File: src/rtl/base64_pkg.sv
// base64_pkg: shared types, constants and the Base64 character map used by
// base64_stream_encoder.
package base64_pkg;

    localparam int unsigned BYTE_W = 8;
    localparam int unsigned IDX_W  = 6;

    // Encoder control states: collect bytes, emit group chars, line break
    typedef enum logic [1:0] {
        ST_ACC  = 2'd0,
        ST_EMIT = 2'd1,
        ST_CR   = 2'd2,
        ST_LF   = 2'd3
    } state_e;

    localparam logic [BYTE_W-1:0] CHAR_CR  = 8'h0D;
    localparam logic [BYTE_W-1:0] CHAR_LF  = 8'h0A;
    localparam logic [BYTE_W-1:0] CHAR_PAD = 8'h3D;

    // 6-bit index to ASCII; url_safe swaps '+'/'/' for '-'/'_'
    function automatic logic [BYTE_W-1:0] b64_char(input logic [IDX_W-1:0] idx,
                                                   input logic url_safe);
        logic [BYTE_W-1:0] c;
        c = 8'h00;
        if (idx < 6'd26) begin
            c = BYTE_W'(idx) + 8'h41;          // 'A'
        end else if (idx < 6'd52) begin
            c = BYTE_W'(idx) + 8'd71;          // 'a' - 26
        end else if (idx < 6'd62) begin
            c = BYTE_W'(idx) - 8'd4;           // '0' - 52
        end else if (idx == 6'd62) begin
            c = url_safe ? 8'h2D : 8'h2B;
        end else begin
            c = url_safe ? 8'h5F : 8'h2F;
        end
        return c;
    endfunction

endpackage

File: src/rtl/base64_stream_encoder.sv
// base64_stream_encoder: streaming Base64 encoder with optional padding and
// CR/LF line wrapping.
// Ports:
//   clk, rst                     - clock, async active-high reset
//   in_data/in_valid/in_last     - input byte stream, in_ready back
//   out_data/out_valid/out_last  - encoded ASCII stream (registered), out_ready back
module base64_stream_encoder
    import base64_pkg::*;
#(
    parameter bit          URL_SAFE = 1'b0,
    parameter bit          PAD_EN   = 1'b1,
    parameter int unsigned MAX_LINE = 0
) (
    input  logic              clk,
    input  logic              rst,
    input  logic [BYTE_W-1:0] in_data,
    input  logic              in_valid,
    input  logic              in_last,
    output logic              in_ready,
    output logic [BYTE_W-1:0] out_data,
    output logic              out_valid,
    output logic              out_last,
    input  logic              out_ready
);

    localparam int unsigned LCNT_W = (MAX_LINE > 0) ? $clog2(MAX_LINE + 1) : 1;

    state_e              state_q, state_d;
    logic [BYTE_W-1:0]   byte0_q, byte0_d, byte1_q, byte1_d, byte2_q, byte2_d;
    logic [1:0]          bcnt_q, bcnt_d;
    logic [1:0]          nbytes_q, nbytes_d;
    logic                msg_end_q, msg_end_d;
    logic [2:0]          cidx_q, cidx_d;
    logic [LCNT_W-1:0]   lcnt_q, lcnt_d;
    logic                out_valid_q, out_valid_d;
    logic [BYTE_W-1:0]   out_data_q, out_data_d;
    logic                out_last_q, out_last_d;

    logic [LCNT_W-1:0]   lcnt_inc;
    logic                grp_end, is_final, wrap;

    // Index of the last character emitted for a group of nb bytes
    function automatic logic [2:0] last_idx(input logic [1:0] nb);
        return PAD_EN ? 3'd3 : 3'(nb);
    endfunction

    // Character at position ci of the group; bytes past nb read as zero
    function automatic logic [BYTE_W-1:0] group_char(input logic [BYTE_W-1:0] b0,
                                                     input logic [BYTE_W-1:0] b1,
                                                     input logic [BYTE_W-1:0] b2,
                                                     input logic [1:0]        nb,
                                                     input logic [2:0]        ci);
        logic [23:0]      w;
        logic [IDX_W-1:0] idx;
        w = {b0, (nb >= 2'd2) ? b1 : 8'h00, (nb == 2'd3) ? b2 : 8'h00};
        case (ci)
            3'd0:    idx = w[23:18];
            3'd1:    idx = w[17:12];
            3'd2:    idx = w[11:6];
            default: idx = w[5:0];
        endcase
        return (ci > 3'(nb)) ? CHAR_PAD : b64_char(idx, URL_SAFE);
    endfunction

    // Next-state and next-output decode
    always_comb begin
        state_d    = state_q;
        byte0_d    = byte0_q;
        byte1_d    = byte1_q;
        byte2_d    = byte2_q;
        bcnt_d     = bcnt_q;
        nbytes_d   = nbytes_q;
        msg_end_d  = msg_end_q;
        cidx_d     = cidx_q;
        lcnt_d     = lcnt_q;

        lcnt_inc = lcnt_q + LCNT_W'(1);
        grp_end  = (cidx_q == last_idx(nbytes_q));
        is_final = msg_end_q && grp_end;
        wrap     = (MAX_LINE != 0) && (lcnt_inc == LCNT_W'(MAX_LINE));

        case (state_q)
            ST_ACC: begin
                if (in_valid) begin
                    case (bcnt_q)
                        2'd0:    byte0_d = in_data;
                        2'd1:    byte1_d = in_data;
                        default: byte2_d = in_data;
                    endcase
                    bcnt_d = bcnt_q + 2'd1;
                    if ((bcnt_q == 2'd2) || in_last) begin
                        state_d   = ST_EMIT;
                        nbytes_d  = bcnt_q + 2'd1;
                        msg_end_d = in_last;
                        cidx_d    = 3'd0;
                        bcnt_d    = 2'd0;
                    end
                end
            end
            ST_EMIT: begin
                if (out_ready) begin
                    lcnt_d = lcnt_inc;
                    cidx_d = cidx_q + 3'd1;
                    if (is_final) begin
                        state_d = ST_ACC;
                        cidx_d  = 3'd0;
                        lcnt_d  = '0;
                    end else if (wrap) begin
                        // cidx may now point past the group; LF checks that
                        state_d = ST_CR;
                        lcnt_d  = '0;
                    end else if (grp_end) begin
                        state_d = ST_ACC;
                        cidx_d  = 3'd0;
                    end
                end
            end
            ST_CR: begin
                if (out_ready) begin
                    state_d = ST_LF;
                end
            end
            ST_LF: begin
                if (out_ready) begin
                    if (cidx_q > last_idx(nbytes_q)) begin
                        state_d = ST_ACC;
                        cidx_d  = 3'd0;
                    end else begin
                        state_d = ST_EMIT;
                    end
                end
            end
            default: state_d = ST_ACC;
        endcase

        // Outputs are derived from next state so they register with it
        out_valid_d = (state_d != ST_ACC);
        out_last_d  = (state_d == ST_EMIT) && msg_end_d && (cidx_d == last_idx(nbytes_d));
        case (state_d)
            ST_EMIT: out_data_d = group_char(byte0_d, byte1_d, byte2_d, nbytes_d, cidx_d);
            ST_CR:   out_data_d = CHAR_CR;
            ST_LF:   out_data_d = CHAR_LF;
            default: out_data_d = 8'h00;
        endcase
    end

    // State and output registers
    always_ff @(posedge clk or posedge rst) begin
        if (rst) begin
            state_q     <= ST_ACC;
            byte0_q     <= '0;
            byte1_q     <= '0;
            byte2_q     <= '0;
            bcnt_q      <= '0;
            nbytes_q    <= '0;
            msg_end_q   <= 1'b0;
            cidx_q      <= '0;
            lcnt_q      <= '0;
            out_valid_q <= 1'b0;
            out_data_q  <= '0;
            out_last_q  <= 1'b0;
        end else begin
            state_q     <= state_d;
            byte0_q     <= byte0_d;
            byte1_q     <= byte1_d;
            byte2_q     <= byte2_d;
            bcnt_q      <= bcnt_d;
            nbytes_q    <= nbytes_d;
            msg_end_q   <= msg_end_d;
            cidx_q      <= cidx_d;
            lcnt_q      <= lcnt_d;
            out_valid_q <= out_valid_d;
            out_data_q  <= out_data_d;
            out_last_q  <= out_last_d;
        end
    end

    // Held low during reset so nothing is accepted before the encoder is live
    assign in_ready  = (state_q == ST_ACC) && !rst;
    assign out_valid = out_valid_q;
    assign out_data  = out_data_q;
    assign out_last  = out_last_q;

endmodule

File: config.mk
export PLATFORM = sky130hd
export DESIGN_NAME = base64_stream_encoder
export DESIGN_NICKNAME = d
export VERILOG_FILES = /design/src/rtl/base64_pkg.sv /design/src/rtl/base64_stream_encoder.sv
export SDC_FILE = /design/constraint.sdc
export NUM_CORES = 1
export LEC_CHECK = 0
export ABC_AREA = 0
export ABC_CLOCK_PERIOD_IN_PS = 3500
export CAP_MARGIN = 40
export CORE_ASPECT_RATIO = 1.1
export CORE_MARGIN = 3
export CORE_UTILIZATION = 26
export CTS_CLUSTER_DIAMETER = 80
export DETAILED_ROUTE_END_ITERATION = 8
export PLACE_DENSITY = 0.41
export SYNTH_ARGS = -nofsm -noshare
export SYNTH_HDL_FRONTEND = slang
export SYNTH_SLANG_ARGS = --single-unit
File: constraint.sdc
create_clock -name clk -period 3.5 [get_ports clk]
set_input_delay 0.7 -clock clk [delete_from_list [all_inputs] [get_ports clk]]
set_output_delay 0.7 -clock clk [all_outputs]
set_load 0.005 [all_outputs]
==> flow_metrics.env <==
export IMPL_outcome="finished, final reports clean"
export IMPL_grtUsageTotal_pct=14.38
export IMPL_antenna_found_initial=0
export IMPL_via_count=2518
export IMPL_fp_dieW_microns=104.6
export IMPL_cp_data_arrival_time_ps=3590
export IMPL_yosys_area_share_adder_pct=4.955
export IMPL_ios=24
export IMPL_crit_start="in_last"
export IMPL_dp_hpwl_microns=6512
export IMPL_seq_power_share_pct=18.8
export IMPL_antennaDiodeCount=0
export IMPL_syn_inst=279
export IMPL_ff2ff_path_depth=16
export IMPL_crit_path_end="out_data[2]"
export IMPL_skew_ps=11.01
export IMPL_r2r_slack_ps=200
export IMPL_async_reset_ff_share_pct=100.0
export IMPL_initial_core_util_pct=27.43
export IMPL_ys_warn_count=0
export IMPL_intPower_mw=2.567
export IMPL_synth_compound_area_share_pct=22.21
export IMPL_num_fill_cells=1043
export IMPL_critical_path_class="primary input to register"
export IMPL_combPwrFrac_pct=72.2
export IMPL_drive_gt1_share_pct=39.59
export IMPL_wirelength_microns=8327
export IMPL_hp_class="register to register"
export IMPL_gp_congestion=0.9068
export IMPL_clkSinkCount=44
export IMPL_peakVddDrop_uv=760.3
export IMPL_cts_tree="yes"
export IMPL_cts_buffers=5
export IMPL_tightestPinTransition_ps=494.0
export IMPL_cts_max_level=2
export IMPL_dieHeight_microns=114.4
export IMPL_cts_root_buffer="clkbuf_8"
export IMPL_drt_iter0_markers=111
export IMPL_slew_headroom_pct=66.87
export IMPL_dpl_cell_area_sq_mm=0.003750
export IMPL_leakage_nw=1.818
export IMPL_port_buffers=23
export IMPL_start_kind="primary input"
export IMPL_core_sq_mm=0.01013
export IMPL_layout_nets=412
export IMPL_synth_distinct_cells=63
export IMPL_ys_ff_latch=44
export IMPL_synth_top_family_by_area="compound AO/OA/AOI/OAI gates"
export IMPL_post_route_util_pct=39.93
export IMPL_clock_power_share_pct=9.0
export IMPL_grt_pass1_vias=2584
export IMPL_fmax_mhz=298.1
export IMPL_slew_violations=0
export IMPL_power_switching_mw=1.869
export IMPL_routed_via_density=4.760
export IMPL_holdWs_ps=490.3
export IMPL_gr_total_overflow=0
export IMPL_synth_xor_area_share_pct=0.9459
export IMPL_fin_ws_ps=145.3
export IMPL_drv_cap=0
export IMPL_routedWlPerCell_microns=15.74
export IMPL_dp_slack_ps=-517.4
export IMPL_ys_seq_area_share_pct=39.64
export IMPL_setup_viol=0
export IMPL_synth_simple_area_share_pct=15.99
export IMPL_synth_ff_type="dfrtp_1"
export IMPL_clk_latency_ps=310
export IMPL_avgSynthCellArea_sq_um=9.956
export IMPL_clock_path_buffers=2
export IMPL_reg2reg_to="out_data[3]"
export IMPL_min_period_over_period_pct=95.85
export IMPL_r2r_start="bcnt_q[1]"
export IMPL_grt_first_pass_wirelength_microns=13600
export IMPL_drc=0
export IMPL_syn2layout_area_growth_pct=45.59
export IMPL_netSwitchingFraction_pct=42.13
export IMPL_die_area_sq_mm=0.01196
export IMPL_synth_edf_count=0
export IMPL_muxShareOfSynthArea_pct=10.09
export IMPL_power_density_mw_per_mm2=1097
export IMPL_syn_cell_area_sq_mm=0.002778
export IMPL_cp_end_kind="register"
export IMPL_rows=38
export IMPL_fin_area_sq_mm=0.004044
export IMPL_crit_fanout=6
export IMPL_drtPass1Iterations=6
export IMPL_syn_num_nets=303
export IMPL_hold_viol=0
export IMPL_ant_nets=0
export IMPL_cts_clk_slew_worst_paths_ps=90
export IMPL_fin_crit_ps=3355
export IMPL_crit_required_ps=3740
export IMPL_grt_max_degree=26
==> how the worst min path moves through the flow <==
stage / startpoint / endpoint / slack [ps] / cells after the start
2_1_floorplan: byte1_q[7] / byte1_q[7] / 440 / 2
3_3_place_gp: byte1_q[3] / byte1_q[3] / 470 / 1
3_5_place_dp: byte0_q[5] / byte0_q[5] / 480 / 2
4_1_cts: byte0_q[5] / byte0_q[5] / 500 / 2
5_1_grt: byte1_q[3] / byte1_q[3] / 510 / 1
6_report: byte1_q[4] / byte1_q[4] / 490 / 2
==> cells in the final DEF (no fill, tap or decap), drive strengths merged, types with 2 or more instances in the layout <==
| cell | count |
|---|---|
| and2 | 3 |
| o221a | 2 |
| nor2b | 3 |
| and4 | 2 |
| inv | 22 |
| nand3 | 14 |
| o211ai | 7 |
| a22o | 2 |
| nand2 | 24 |
| a211oi | 4 |
| nand4b | 2 |
| nand4 | 11 |
| nor2 | 8 |
| mux2i | 10 |
| clkbuf | 6 |
| a21oi | 18 |
| ha | 11 |
| clkinv | 2 |
| buf | 89 |
| mux2 | 16 |
| a221o | 2 |
| nor3 | 4 |
| a21boi | 3 |
| clkdlybuf4s50 | 21 |
| a222oi | 2 |
| a221oi | 2 |
| a31o | 2 |
| or2 | 2 |
| dfrtp | 44 |
| a21o | 6 |
| nand2b | 3 |
| o31ai | 4 |
| xnor2 | 3 |
| a31oi | 4 |
| o21ai | 14 |
==> repair_timing <==
item	in CTS	in global routing
pin swaps	5	16
endpoints found under the hold margin	0	0
hold buffers	0	0
setup endpoints to repair	7	8
setup buffers	4	3
resized for setup	11	21
==> metal layers <==
metal / part of all wire [%] / vias up / track usage (%)
li1: - / 1256 / -
met1: 47 / 1211 / 19.53
met2: 48 / 41 / 23.82
met3: 3.0 / 10 / 2.425
met4: 1.4 / 0 / 3.723
met5: 0 / - / 0
==> power by group through the flow <==
stage	logic (mW)	clock network (mW)	registers, mW
after floorplan	1.68	0	0.812
after global placement	2.92	0	0.835
after detailed placement	2.91	0	0.837
after CTS	3.04	0.411	0.831
after global routing	3.49	0.432	0.865
final	3.20	0.401	0.833
==> synthesized netlist by cell type (6+ instances only) <==
library cell	count	area, sq um
a21o_1	6	45.04
a21oi_1	16	80.08
dfrtp_1	44	1101
ha_1	11	137.6
inv_1	19	71.32
mux2_2	13	146.4
mux2i_1	10	100.1
nand2_1	22	82.58
nand3_1	14	70.07
nand4_1	11	68.82
nor2_1	8	30.03
o21ai_0	10	50.05
==> registers in the layout, summed over array words and instances (netlist names) <==
register   flops
out_last       1
out_valid      1
byte0_q        8
byte2_q        8
nbytes_q       2
out_data       8
state_q        2
byte1_q        8
cidx_q         3
bcnt_q         2
msg_end_q      1
==> cells by family after synthesis <==
logic type / Yosys count
DFF: 44
AOI/OAI and AO/OA: 81
buffers and inverters: 33
and+or+nand+nor: 81
adders and majority gates: 11
muxes: 26
xor gates and xnor gates: 3
==> layout make-up <==
class | count | area (sq um) | share of cell area (%)
clock buffer | 6 | 72.57 | 1.795
inverter | 23 | 91.34 | 2.259
timing repair buffer | 112 | 932.1 | 23.05
clock inverter | 2 | 35.03 | 0.8663
sequential | 44 | 1102 | 27.26
tap | 140 | 175.2 | 4.332
multi-input combinational | 202 | 1635 | 40.44
==> worst max-delay path, stage by stage <==
cell             delay (ps)
clkdlybuf4s50_1         420
or2_4                   290
a22o_1                  240
a21o_1                  210
clkinv_4                 80
a21o_1                  100
a221oi_2                 50
buf_4                   150
a21oi_4                 180
inv_1                    70
ha_2                    200
or3_4                   380
o311ai_4                270
nand4b_1                160
o211ai_2                 80
==> metrics by stage <==
| step | total power [mW] | TNS (ps) | instances |
|---|---|---|---|
| finish | 4.436 | 0 | 529 |
| global route | 4.790 | -14.44 | 529 |
| CTS | 4.286 | 0 | 526 |
| detailed placement | 3.750 | -3155 | 514 |
| global placement | 3.755 | -2950 | 513 |
| floorplan | 2.488 | 0 | 279 |
No activity file was read; power rests on OpenSTA's default activity.
